===== config.mk =====
export PLATFORM = sky130hd
export DESIGN_NAME = imem_fetch_ctrl
export DESIGN_NICKNAME = d
export VERILOG_FILES = /design/src/rtl/fetch_pkg.sv /design/src/rtl/fetch_buf.sv /design/src/rtl/imem_fetch_ctrl.sv
export SDC_FILE = /design/constraint.sdc
export NUM_CORES = 1
export LEC_CHECK = 0
export BUFFER_PORTS_ARGS = -buffer_cell sky130_fd_sc_hd__clkbuf_2
export CORE_AREA = 2 2 173 124
export DETAILED_ROUTE_END_ITERATION = 8
export DIE_AREA = 0 0 175 126
export PLACE_DENSITY = 0.68
export SYNTH_ARGS = -nofsm -noshare
export SYNTH_HDL_FRONTEND = slang
export SYNTH_HIERARCHICAL = 1
export SYNTH_SLANG_ARGS = --single-unit

===== constraint.sdc =====
create_clock -name clk -period 4 [get_ports clk]
set_input_delay 0.2 -clock clk [delete_from_list [all_inputs] [get_ports clk]]
set_output_delay 0.2 -clock clk [all_outputs]
set_load 0.02 [all_outputs]

===== src/rtl/fetch_pkg.sv =====
// fetch_pkg: shared types and constants for the instruction fetch controller.
//   fetch_entry_t : one buffered fetch (pc + instruction word)
//   fetch_state_t : fetch controller FSM states
//   IMEM_WORDS    : instruction ROM depth in 32-bit words
//   PC_STEP       : byte increment between sequential instructions
package fetch_pkg;

  localparam int unsigned IMEM_WORDS = 64;
  localparam int unsigned PC_STEP    = 4;

  typedef struct packed {
    logic [31:0] pc;
    logic [31:0] instr;
  } fetch_entry_t;

  typedef enum logic {
    RUN    = 1'b0,
    HALTED = 1'b1
  } fetch_state_t;

endpackage


===== src/rtl/fetch_buf.sv =====
// fetch_buf: DEPTH-entry circular FIFO of fetch_entry_t.
// Ports:
//   clk, rst_n  : clock, asynchronous active-low reset (clears all entries)
//   push, din   : write din at the tail (caller guarantees room or a same-cycle pop)
//   pop         : drop the head entry (ignored when empty)
//   flush       : discard all entries; overrides push and pop
//   count       : number of valid entries
//   head        : oldest entry (zero after reset)
module fetch_buf
  import fetch_pkg::*;
#(
  parameter int unsigned DEPTH = 2,
  localparam int unsigned CNT_W = $clog2(DEPTH + 1),
  localparam int unsigned PTR_W = $clog2(DEPTH)
) (
  input  logic             clk,
  input  logic             rst_n,
  input  logic             push,
  input  logic             pop,
  input  logic             flush,
  input  fetch_entry_t     din,
  output logic [CNT_W-1:0] count,
  output fetch_entry_t     head
);

  fetch_entry_t     mem [DEPTH];
  logic [PTR_W-1:0] rd_ptr;
  logic [PTR_W-1:0] wr_ptr;
  logic             do_push;
  logic             do_pop;

  // Pointer increment that wraps at DEPTH-1.
  function automatic logic [PTR_W-1:0] ptr_inc(input logic [PTR_W-1:0] p);
    return (p == PTR_W'(DEPTH - 1)) ? '0 : p + PTR_W'(1);
  endfunction

  assign do_push = push & ~flush;
  assign do_pop  = pop & ~flush & (count != '0);
  assign head    = mem[rd_ptr];

  // Storage, pointers and occupancy.
  always_ff @(posedge clk or negedge rst_n) begin
    if (!rst_n) begin
      mem    <= '{default: '0};
      rd_ptr <= '0;
      wr_ptr <= '0;
      count  <= '0;
    end else if (flush) begin
      rd_ptr <= '0;
      wr_ptr <= '0;
      count  <= '0;
    end else begin
      if (do_push) begin
        mem[wr_ptr] <= din;
        wr_ptr      <= ptr_inc(wr_ptr);
      end
      if (do_pop) begin
        rd_ptr <= ptr_inc(rd_ptr);
      end
      count <= count + CNT_W'(do_push) - CNT_W'(do_pop);
    end
  end

endmodule


===== src/rtl/imem_fetch_ctrl.sv =====
// imem_fetch_ctrl: sequential instruction fetch from a combinational ROM into
// a small buffer feeding decode through a valid/ready handshake, with
// redirect (flush + new pc) and halt support.
// Optional feature: define FETCH_PERF_CNT_EN to add the stall_cnt output.
// Ports:
//   clk, rst_n      : clock, asynchronous active-low reset
//   imem_addr       : word-aligned byte address to the ROM (the pc register)
//   imem_instr      : ROM word for imem_addr, same cycle
//   redirect_valid  : flush buffer and load redirect_pc (low 2 bits dropped)
//   redirect_pc     : redirect target
//   halt_req        : level request to stop fetching
//   out_valid/out_ready/out_instr/out_pc : decode handshake, driven from buffer head
//   halted          : FSM in HALTED and buffer empty
//   stall_cnt       : (FETCH_PERF_CNT_EN) saturating count of valid & !ready cycles
module imem_fetch_ctrl
  import fetch_pkg::*;
#(
  parameter logic [31:0] RESET_PC  = 32'h0000_0000,
  parameter int unsigned BUF_DEPTH = 2
) (
  input  logic        clk,
  input  logic        rst_n,
  output logic [31:0] imem_addr,
  input  logic [31:0] imem_instr,
  input  logic        redirect_valid,
  input  logic [31:0] redirect_pc,
  input  logic        halt_req,
  output logic        out_valid,
  input  logic        out_ready,
  output logic [31:0] out_instr,
  output logic [31:0] out_pc,
  output logic        halted
`ifdef FETCH_PERF_CNT_EN
  ,
  output logic [31:0] stall_cnt
`endif
);

  localparam int unsigned CNT_W = $clog2(BUF_DEPTH + 1);

  logic [31:0]      pc;
  fetch_state_t     state;
  logic [CNT_W-1:0] count;
  fetch_entry_t     head;
  fetch_entry_t     enq_entry;
  logic             xfer;
  logic             enq;
  logic             unused_rpc_lsb;

  assign unused_rpc_lsb = &{1'b0, redirect_pc[1:0]};

  assign xfer = out_valid & out_ready;

  // A slot freed by this cycle's transfer can be refilled in the same cycle.
  assign enq = (state == RUN) & ~halt_req & ~redirect_valid &
               ((count < CNT_W'(BUF_DEPTH)) | xfer);

  assign enq_entry = '{pc: pc, instr: imem_instr};

  fetch_buf #(
    .DEPTH (BUF_DEPTH)
  ) u_buf (
    .clk   (clk),
    .rst_n (rst_n),
    .push  (enq),
    .pop   (xfer),
    .flush (redirect_valid),
    .din   (enq_entry),
    .count (count),
    .head  (head)
  );

  assign imem_addr = pc;
  assign out_valid = (count != '0);
  assign out_pc    = head.pc;
  assign out_instr = head.instr;
  assign halted    = (state == HALTED) & (count == '0);

  // PC register and RUN/HALTED state machine.
  always_ff @(posedge clk or negedge rst_n) begin
    if (!rst_n) begin
      pc    <= {RESET_PC[31:2], 2'b00};
      state <= RUN;
    end else begin
      if (redirect_valid) begin
        pc <= {redirect_pc[31:2], 2'b00};
      end else if (enq) begin
        pc <= pc + 32'(PC_STEP);
      end
      case (state)
        RUN:     if (halt_req)  state <= HALTED;
        HALTED:  if (!halt_req) state <= RUN;
        default: state <= RUN;
      endcase
    end
  end

`ifdef FETCH_PERF_CNT_EN
  // Saturating decode back-pressure counter.
  always_ff @(posedge clk or negedge rst_n) begin
    if (!rst_n) begin
      stall_cnt <= '0;
    end else if (out_valid && !out_ready && (stall_cnt != '1)) begin
      stall_cnt <= stall_cnt + 32'd1;
    end
  end
`endif

endmodule


After elaboration in Yosys (flattened, before gate mapping)
Cells that the tools add are included.
- add/subtract/negate cells: 5
- magnitude comparators: 4
- mux-type cells: 16
- bitwise operators: 14
- reduce and logical (&&, ||, !) cells: 7
- operators with widths (cell ; number):
    64-bit 2-to-1 mux ; 4
    128-bit bitwise mux ; 1
    64-bit demux with 1-bit select ; 1
    32-bit 2-to-1 mux ; 2
    32-bit by 3-bit adder with 32-bit output, second input constant ; 1
    1-bit AND ; 8
    2-bit nonzero test ; 4
    1-bit 2-to-1 mux ; 7
    2-bit >= comparator, second input constant ; 2
    1-bit NOT with 2-bit output ; 2
    1-bit NOT ; 3
    1-bit adder, second input constant ; 2
    2-bit by 1-bit adder with 2-bit output ; 1
    2-bit zero test ; 1
    2-bit by 1-bit < comparator with 1-bit output, second input constant ; 1
    2-bit < comparator, second input constant ; 1
    2-bit 2-to-1 mux ; 1
    2-bit AND reduction ; 1
    2-bit by 1-bit subtractor with 2-bit output ; 1
    1-bit logical AND ; 1
    1-bit bitwise OR ; 1
- register bits after elaboration: 165
- bits of input ports: 69
- output and inout bits: 98
- logic and storage cells: 55

Longest topological paths before layout
Gate-level depths: netlist of run 1.
- depth after elaboration: 8
- depth in mapped cells: 9

Hierarchy
Netlist of run 1, hierarchy kept.
- by module, submodules not included (module ; times used ; cells each ; area an instance (µm²) ; seq. area each (µm²)):
    fetch_buf ; 1 ; 362 ; 6312.3 ; 3303.2
    imem_fetch_ctrl ; 1 ; 197 ; 1775.5 ; 775.7

Worst setup path before layout of run 1
OpenSTA, ideal clock, no wires.
- kind: register -> register
- start point: register state
- end point: register u_buf.count[1]
- data arrival time: 2.135 ns
- required time: 3.928 ns
- slack: 1.793 ns
- cell stages (with the launch flop): 10
- cells stage by stage: dfrtp_1 -> or2_1 -> buf_2 -> nor3_1 -> or2b_1 -> ha_1 -> inv_1 -> ha_1 -> xnor3_1 -> nor2_1
- word-level cells in the longest chain between the ends: 8
- ends and longest elaborated chain (element ; RTL line ; source):
    start: declaration ; imem_fetch_ctrl.sv:42 ; fetch_state_t state;
    start signal: assignment ; imem_fetch_ctrl.sv:83 ; state <= RUN;
    start signal: assignment ; imem_fetch_ctrl.sv:91 ; RUN: if (halt_req) state <= HALTED;
    start signal: assignment ; imem_fetch_ctrl.sv:92 ; HALTED: if (!halt_req) state <= RUN;
    1-bit NOT ; n/a ;
    1-bit AND (3 in a row) ; imem_fetch_ctrl.sv:55 ; assign enq = (state == RUN) & ~halt_req & ~redirect_valid &
    net enq ; imem_fetch_ctrl.sv:47 ; logic enq;
    1-bit AND ; fetch_buf.sv:37 ; assign do_push = push & ~flush;
    2-bit by 1-bit adder with 2-bit output ; fetch_buf.sv:60 ; count <= count + CNT_W'(do_push) - CNT_W'(do_pop);
    2-bit by 1-bit subtractor with 2-bit output ; fetch_buf.sv:60 ;
    2-bit 2-to-1 mux ; fetch_buf.sv:48 ; end else if (flush) begin
    end signal: assignment ; fetch_buf.sv:60 ;
    end: declaration ; fetch_buf.sv:22 ; output logic [CNT_W-1:0] count,
The timed path passes the listed nets, and every way through them passes these cells.
A chain may end at the register's enable or synchronous reset.

Worst setup path after layout of run 1
- start point: input halt_req
- end point: register u_buf/mem[96] in the netlist's numbering
- word-level cells in the longest chain between the ends: 6
- ends and longest elaborated chain (element ; RTL line ; source):
    start: declaration ; imem_fetch_ctrl.sv:27 ; input logic halt_req,
    1-bit NOT ; imem_fetch_ctrl.sv:55 ;
    1-bit AND (3 in a row) ; imem_fetch_ctrl.sv:55 ;
    net enq ; imem_fetch_ctrl.sv:47 ;
    1-bit AND ; fetch_buf.sv:37 ;
    2-bit AND reduction (no source line) ; n/a ;
    end signal: indexed assignment ; fetch_buf.sv:54 ; mem[wr_ptr] <= din;
    end: declaration ; fetch_buf.sv:26 ; fetch_entry_t mem [DEPTH];
The timed path passes the listed nets, and every way through them passes these cells.

==> impl_metrics.json, run 1 <==
{
  "initial_core_util_pct": 39.60,
  "num_antenna_cells": 0,
  "die_x_microns": 175,
  "clock-sinks": 163,
  "grt_pass1_wl_microns": 28450,
  "syn_to_final_growth_pct": 21.32,
  "numCtsBuffers": 17,
  "vias_per_cell": 4.789,
  "gr-usage-all-layers_pct": 16.36,
  "crit_type": "primary input to flip-flop",
  "ios": 167,
  "hold_path.class": "primary input to flip-flop",
  "fin_tns_setup_ns": 0,
  "rr_worst_depth": 5,
  "critPathMaxStageDelay_ns": 0.60,
  "grt_max_degree": 90,
  "cts_tree": "done",
  "ctsHoldBuffers": 21,
  "final_layout_size_suffix_gt1_share_pct": 53.98,
  "timing.fmax_mhz": 359.6,
  "postCtsSetupBuffers": 0,
  "port_buffers": 162,
  "finalNetCount": 813,
  "yosysSeqAreaShare_pct": 50.43,
  "syn_area_per_cell_sq_um": 14.47,
  "cp.depth": 7,
  "ir_drop_uv": 308.0,
  "dieArea_sq_mm": 0.02205,
  "utilization_pct": 48.04,
  "cts_resized": 0,
  "min_path_cells": 3,
  "start_kind": "primary input",
  "cp_top_family": "buffers and inverters",
  "period_share_pct": 69.52,
  "fin_crit_ns": 2.781,
  "fin_area_sq_mm": 0.009812,
  "slew_headroom_pct": 23.63,
  "place.gp.congestion": 0.7267,
  "fillers": 1851,
  "slew_violations": 0,
  "cp_slowest_cell": "buf_4",
  "p_leak_uw": 0.004792,
  "path_max_fanout": 37,
  "wl_per_cell_microns": 16.85,
  "num_vias": 4933,
  "cp.arrival_ns": 3.08,
  "synth_area_sq_mm": 0.008088,
  "core_sq_mm": 0.02042,
  "drv_cap": 0,
  "clkTransAtPathRegs_ns": 0.06,
  "ys_types": 35,
  "cts_max_level": 4,
  "wl_microns": 17360,
  "ys_ff_latch": 163,
  "yosysWarningCount": 6,
  "place_ws_ns": 1.274,
  "drt-pass1-iter-count": 6,
  "grt.overflow.total": 0,
  "endpoint_kind": "flip-flop",
  "ant_nets": 0,
  "first_iter_violations": 259,
  "final_cell_count_no_fill": 1030,
  "rsz0062_at_grt": "false",
  "clock_path_buffers": 2,
  "first_global_vias": 5173,
  "required_ns": 4.30,
  "antenna_found_initial": 0,
  "worst_clock_skew_ns": 0.008692,
  "power_density_mw_per_mm2": 496.2,
  "placed_cells": 976,
  "syn_inst": 559,
  "die_h_microns": 126,
  "hold_viol": 0,
  "finalSetupViolations": 0,
  "setup_slack_ns": 1.219,
  "tightestPinTransition_ns": 1.136,
  "dp_hpwl_microns": 11320,
  "drc": 0,
  "root_buffer": "clkbuf_16",
  "clock_latency_ns": 0.42,
  "cp_num_buf_inv": 3,
  "cp_cell_sequence": "dlygate4sd3_1 > clkbuf_2 > or2_1 > nor3_1 > nor3b_4 > buf_4 > mux2_2",
  "status": "finished clean",
  "placed_area_sq_mm": 0.009039,
  "rows": 44
}
## metrics by stage
stage	hold slack (ns)	power, uW
2_1_floorplan	-0.09559	2967
4_1_cts	0.0009868	4934
6_report	0.02125	4868
3_5_place_dp	0.3259	3341
5_1_grt	0.002900	5124
3_3_place_gp	0.3229	3318
## logic make-up after synthesis
family                   after synthesis  share of synthesized area (%)
adder cells (fa/ha/maj)                3                         0.4642
flip-flops                           163                          50.43
buffers and inverters                 36                          3.883
AND/OR/NAND/NOR                      100                          7.008
multiplexers                         196                          32.84
XOR/XNOR                              31                          3.527
other                                  1                        0.04637
AO/OA/AOI/OAI                         29                          1.794
## cell usage after synthesis, drive strengths merged
library cell / number / share of area (%)
mux2i: 1 / 0.12
or4: 2 / 0.28
xnor2: 14 / 1.5
and4: 1 / 0.11
nand2: 35 / 1.6
o21ai: 29 / 1.8
nor4: 10 / 1.3
nand4: 10 / 0.77
nand3b: 1 / 0.25
clkbuf: 6 / 0.28
nor3: 4 / 0.25
and2: 1 / 0.077
nand3: 15 / 0.93
nor2b: 3 / 0.23
inv: 3 / 0.14
nor3b: 1 / 0.15
or2b: 1 / 0.093
nor2: 10 / 0.46
xnor3: 1 / 0.28
and3: 3 / 0.23
buf: 27 / 3.5
conb: 1 / 0.046
ha: 3 / 0.46
mux2: 195 / 33
xor2: 16 / 1.7
dfrtp: 163 / 50
or2: 3 / 0.23
## tightest hold or removal path, stage by stage
cell,delay [ns]
clkbuf_2,0.09
nand2_1,0.05
o21ai_1,0.06
## path summary, 6_finish.rpt
| kind | from | endpoint | slack, ns |
|---|---|---|---|
| max reg2reg | state | u_buf/mem[96] | 1.28 |
| min reg2reg | u_buf/mem[1] | u_buf/mem[1] | 0.50 |
| max | halt_req | u_buf/mem[96] | 1.22 |
| min | redirect_pc[7] | imem_addr[7] | 0.02 |
| min in group asynchronous | rst_n | u_buf/mem[27] | 0.43 |
| max in group asynchronous | rst_n | imem_addr[24] | 2.67 |
## cell usage in the layout, fill, tap and decap left out, drive strengths merged, types with 14 or more instances in the layout
cell	synthesis	routed
nand3	15	15
clkbuf	6	182
dfrtp	163	163
nand2	35	35
xnor2	14	14
o21ai	29	29
mux2	195	195
xor2	16	16
dlygate4sd3	0	22
## metal layers
| metal | vias up | share of wire, % | routed length, microns | global-route usage [%] |
|---|---|---|---|---|
| met5 | - | 0 | 0 | 0 |
| met4 | 0 | 0.86 | 150 | 4.314 |
| met3 | 14 | 4.8 | 828 | 4.167 |
| met2 | 130 | 42 | 7297 | 23.67 |
| met1 | 2436 | 52 | 9079 | 24.32 |
| li1 | 2353 | - | - | - |
## layout make-up
cell class	count	area (sq um)	share of cell area, %
Clock buffer	21	450.4	4.591
Clock inverter	11	102.6	1.046
Inverter	3	11.26	0.1148
Multi-Input combinational cell	365	3720	37.91
Sequential cell	163	4080	41.58
Tap cell	276	345.3	3.520
Timing Repair Buffer	191	1102	11.23
## state kept, by name (all words and copies together), names as in the netlist
signal,flops
u_buf/mem,128
imem_addr,30
u_buf/count,2
state,1
u_buf/rd_ptr,1
u_buf/wr_ptr,1
## power breakdown
part / leakage [uW] / total [uW] / internal [uW] / switching [uW]
sequential: 0.00207 / 2130 / 1930 / 198
clock: 0.000264 / 1540 / 877 / 663
combinational: 0.00246 / 1200 / 642 / 555
(Power assumes the default switching activity.)
==> run 2, diff against run 1 <==
Settings changed: ABC_AREA set to 1, CORE_AREA 2 2 173 124 to 2 2 178 128, DIE_AREA 0 0 175 126 to 0 0 180 130, PLACE_DENSITY 0.68 to 0.7.
Clock period 4 ns to 2.35 ns, I/O delays scaled along.
==> impl_metrics.json, run 2 <==
{
  "syn_to_final_growth_pct": 24.22,
  "die_x_microns": 180,
  "place.gp.congestion": 0.8739,
  "dp_hpwl_microns": 13770,
  "grt_max_degree": 130,
  "place_ws_ns": 0.4405,
  "p_leak_uw": 0.005601,
  "final_cell_mix": "nand2_1 (474), dfrtp_1 (162), clkbuf_2 (161), o21ai_2 (108), inv_1 (97)",
  "vias_per_cell": 4.669,
  "drv_cap": 0,
  "synthTopCellsByArea": "dfrtp_1 (48%), nand2_1 (21%), o21ai_2 (11%)",
  "rows": 46,
  "num_antenna_cells": 0,
  "fin_crit_ns": 2.068,
  "regMostFlops": "u_buf/mem",
  "ant_nets": 0,
  "syn_area_per_cell_sq_um": 8.035,
  "hold_viol": 0,
  "slew_headroom_pct": 31.80,
  "final_cell_count_no_fill": 1565,
  "synth_edf_count": 0,
  "antenna_found_initial": 0,
  "status": "finished clean",
  "rsz0062_at_grt": "false",
  "switchingPower_uw": 2824,
  "port_buffers": 162,
  "wl_per_cell_microns": 13.51,
  "synthMuxAreaShare_pct": 0.1171,
  "min_path_cells": 4,
  "p_int_uw": 5524,
  "clock_latency_ns": 0.43,
  "p_clk_share_pct": 33.1,
  "worst_clock_skew_ns": 0.01011,
  "synthMostInstantiatedCell": "nand2_1",
  "syn_inst": 1064,
  "clock_path_buffers": 2,
  "largest_reg_flops": 128,
  "pwr-share-comb_pct": 23.8,
  "hold_path.class": "primary input to flip-flop",
  "synth_xor_area_share_pct": 0.7171,
  "hold_ws_ns": 0.01208,
  "drc": 0,
  "setup_slack_ns": 0.2820,
  "synthAdderAreaFrac_pct": 0.4390,
  "p_sw_share_pct": 33.83,
  "start_kind": "flip-flop",
  "grt_pass1_wl_microns": 34880,
  "num_vias": 7307,
  "cp.arrival_ns": 1.95,
  "dieArea_sq_mm": 0.02340,
  "synth_top_family_by_area": "simple AND/OR/NAND/NOR gates",
  "p_total_uw": 8348,
  "endpoint_kind": "output pin",
  "finalSetupViolations": 0,
  "ys_types": 32,
  "finalNetCount": 1336,
  "synthArstFlopShare_pct": 100.0,
  "die_h_microns": 130,
  "first_global_vias": 6790,
  "slew_violations": 0,
  "root_buffer": "clkbuf_16",
  "yosysSeqAreaShare_pct": 47.71,
  "rr_worst_depth": 5,
  "first_iter_violations": 635,
  "numCtsBuffers": 17,
  "synth_top_cell_by_area": "dfrtp_1",
  "grt.overflow.total": 0,
  "synth-main-ff-cell": "dfrtp_1",
  "wl_microns": 21150,
  "final_layout_size_suffix_gt1_share_pct": 26.00,
  "synth.top_cell.area_share_pct": 47.71,
  "ys_top_cells_by_count": "nand2_1 (474), dfrtp_1 (163), o21ai_2 (108), inv_1 (98), nand3_1 (52)",
  "yosysWarningCount": 6,
  "ys_ff_latch": 163,
  "timing.fmax_mhz": 483.6,
  "clock-sinks": 163,
  "synth-simple-area-share_pct": 27.15,
  "postCtsSetupBuffers": 0,
  "fin_tns_setup_ns": 0,
  "final_common_cell": "nand2_1",
  "synth_area_sq_mm": 0.008549,
  "crit_type": "flip-flop to output pin",
  "path_max_fanout": 28,
  "cts_max_level": 4,
  "ios": 167,
  "cts_tree": "done",
  "power_density_mw_per_mm2": 786.1,
  "fillers": 2103,
  "placed_cells": 1477,
  "core_sq_mm": 0.02193,
  "period_share_pct": 88.00,
  "tightestPinTransition_ns": 1.019,
  "drt-pass1-iter-count": 5,
  "initial_core_util_pct": 38.99,
  "clkTransAtPathRegs_ns": 0.07,
  "ir_drop_uv": 473.8,
  "p_seq_share_pct": 43.0,
  "gr-usage-all-layers_pct": 18.47,
  "synth_compound_area_share_pct": 14.44,
  "required_ns": 2.23
}
==> run 2: critical path: stages, from the launching register on <==
cell      delay (ns)
dfrtp_2         0.78
buf_4           0.38
nand2_1         0.09
nand2_1         0.10
clkbuf_2        0.17
==> run 2: final timing paths <==
check | startpoint | end | slack, ns
setup reg to reg | u_buf/count[1] | imem_addr[3] | 0.47
min in group asynchronous | rst_n | u_buf/mem[87] | 0.24
hold reg to reg | u_buf/mem[16] | u_buf/mem[16] | 0.48
hold / removal | redirect_pc[25] | imem_addr[25] | 0.01
max in group asynchronous | rst_n | imem_addr[16] | 1.40
setup / recovery | u_buf/rd_ptr | out_instr[12] | 0.28
==> run 2: kinds of logic (layout without fill, tap and decap cells) <==
group / Yosys count / in the layout
compound gates: 154 / 154
xor+xnor: 7 / 7
fa+ha+maj: 3 / 3
buf+inv: 152 / 362
flops: 163 / 163
mux: 1 / 1
other cells: 1 / 4
simple gates: 583 / 583
==> run 2: metrics by stage <==
step           cell area, sq um  utilization [%]
2_1_floorplan              8561                -
3_3_place_gp               9477            43.22
3_5_place_dp               9477            43.22
4_1_cts                   10620            48.43
5_1_grt                   10620            48.43
6_report                  10620            48.43
==> run 2: power groups by stage <==
stage	Combinational (uW)	Sequential [uW]	Clock (uW)
after global routing	2220	3650	2950
after detailed placement	1930	3640	0
after CTS	2010	3580	2840
after global placement	1900	3620	0
final	1990	3590	2770
after floorplan	1270	3610	0
==> run 2: layer usage <==
layer	global-route usage, %	routed length [microns]	vias up	part of all wire, %
li1	-	-	3719	-
met1	27.53	10620	3322	50
met2	27.29	8830	250	42
met3	4.354	1564	16	7.4
met4	4.065	127	0	0.60
met5	0	0	-	0
==> run 2: cell type report <==
type	instances	area, sq um	area share (%)
clock buffer	18	439.2	4.135
clock inverter	14	143.9	1.355
inverter	99	371.6	3.499
multi-input combinational	752	3687	34.72
sequential	163	4080	38.42
tap	288	360.3	3.393
timing repair buffer	231	1538	14.48
==> run 2: timing repair <==
| item | CTS | global route |
|---|---|---|
| hold buffers | 56 | 0 |
| endpoints found under the hold margin | 145 | 0 |
| resized for setup | 0 | 0 |
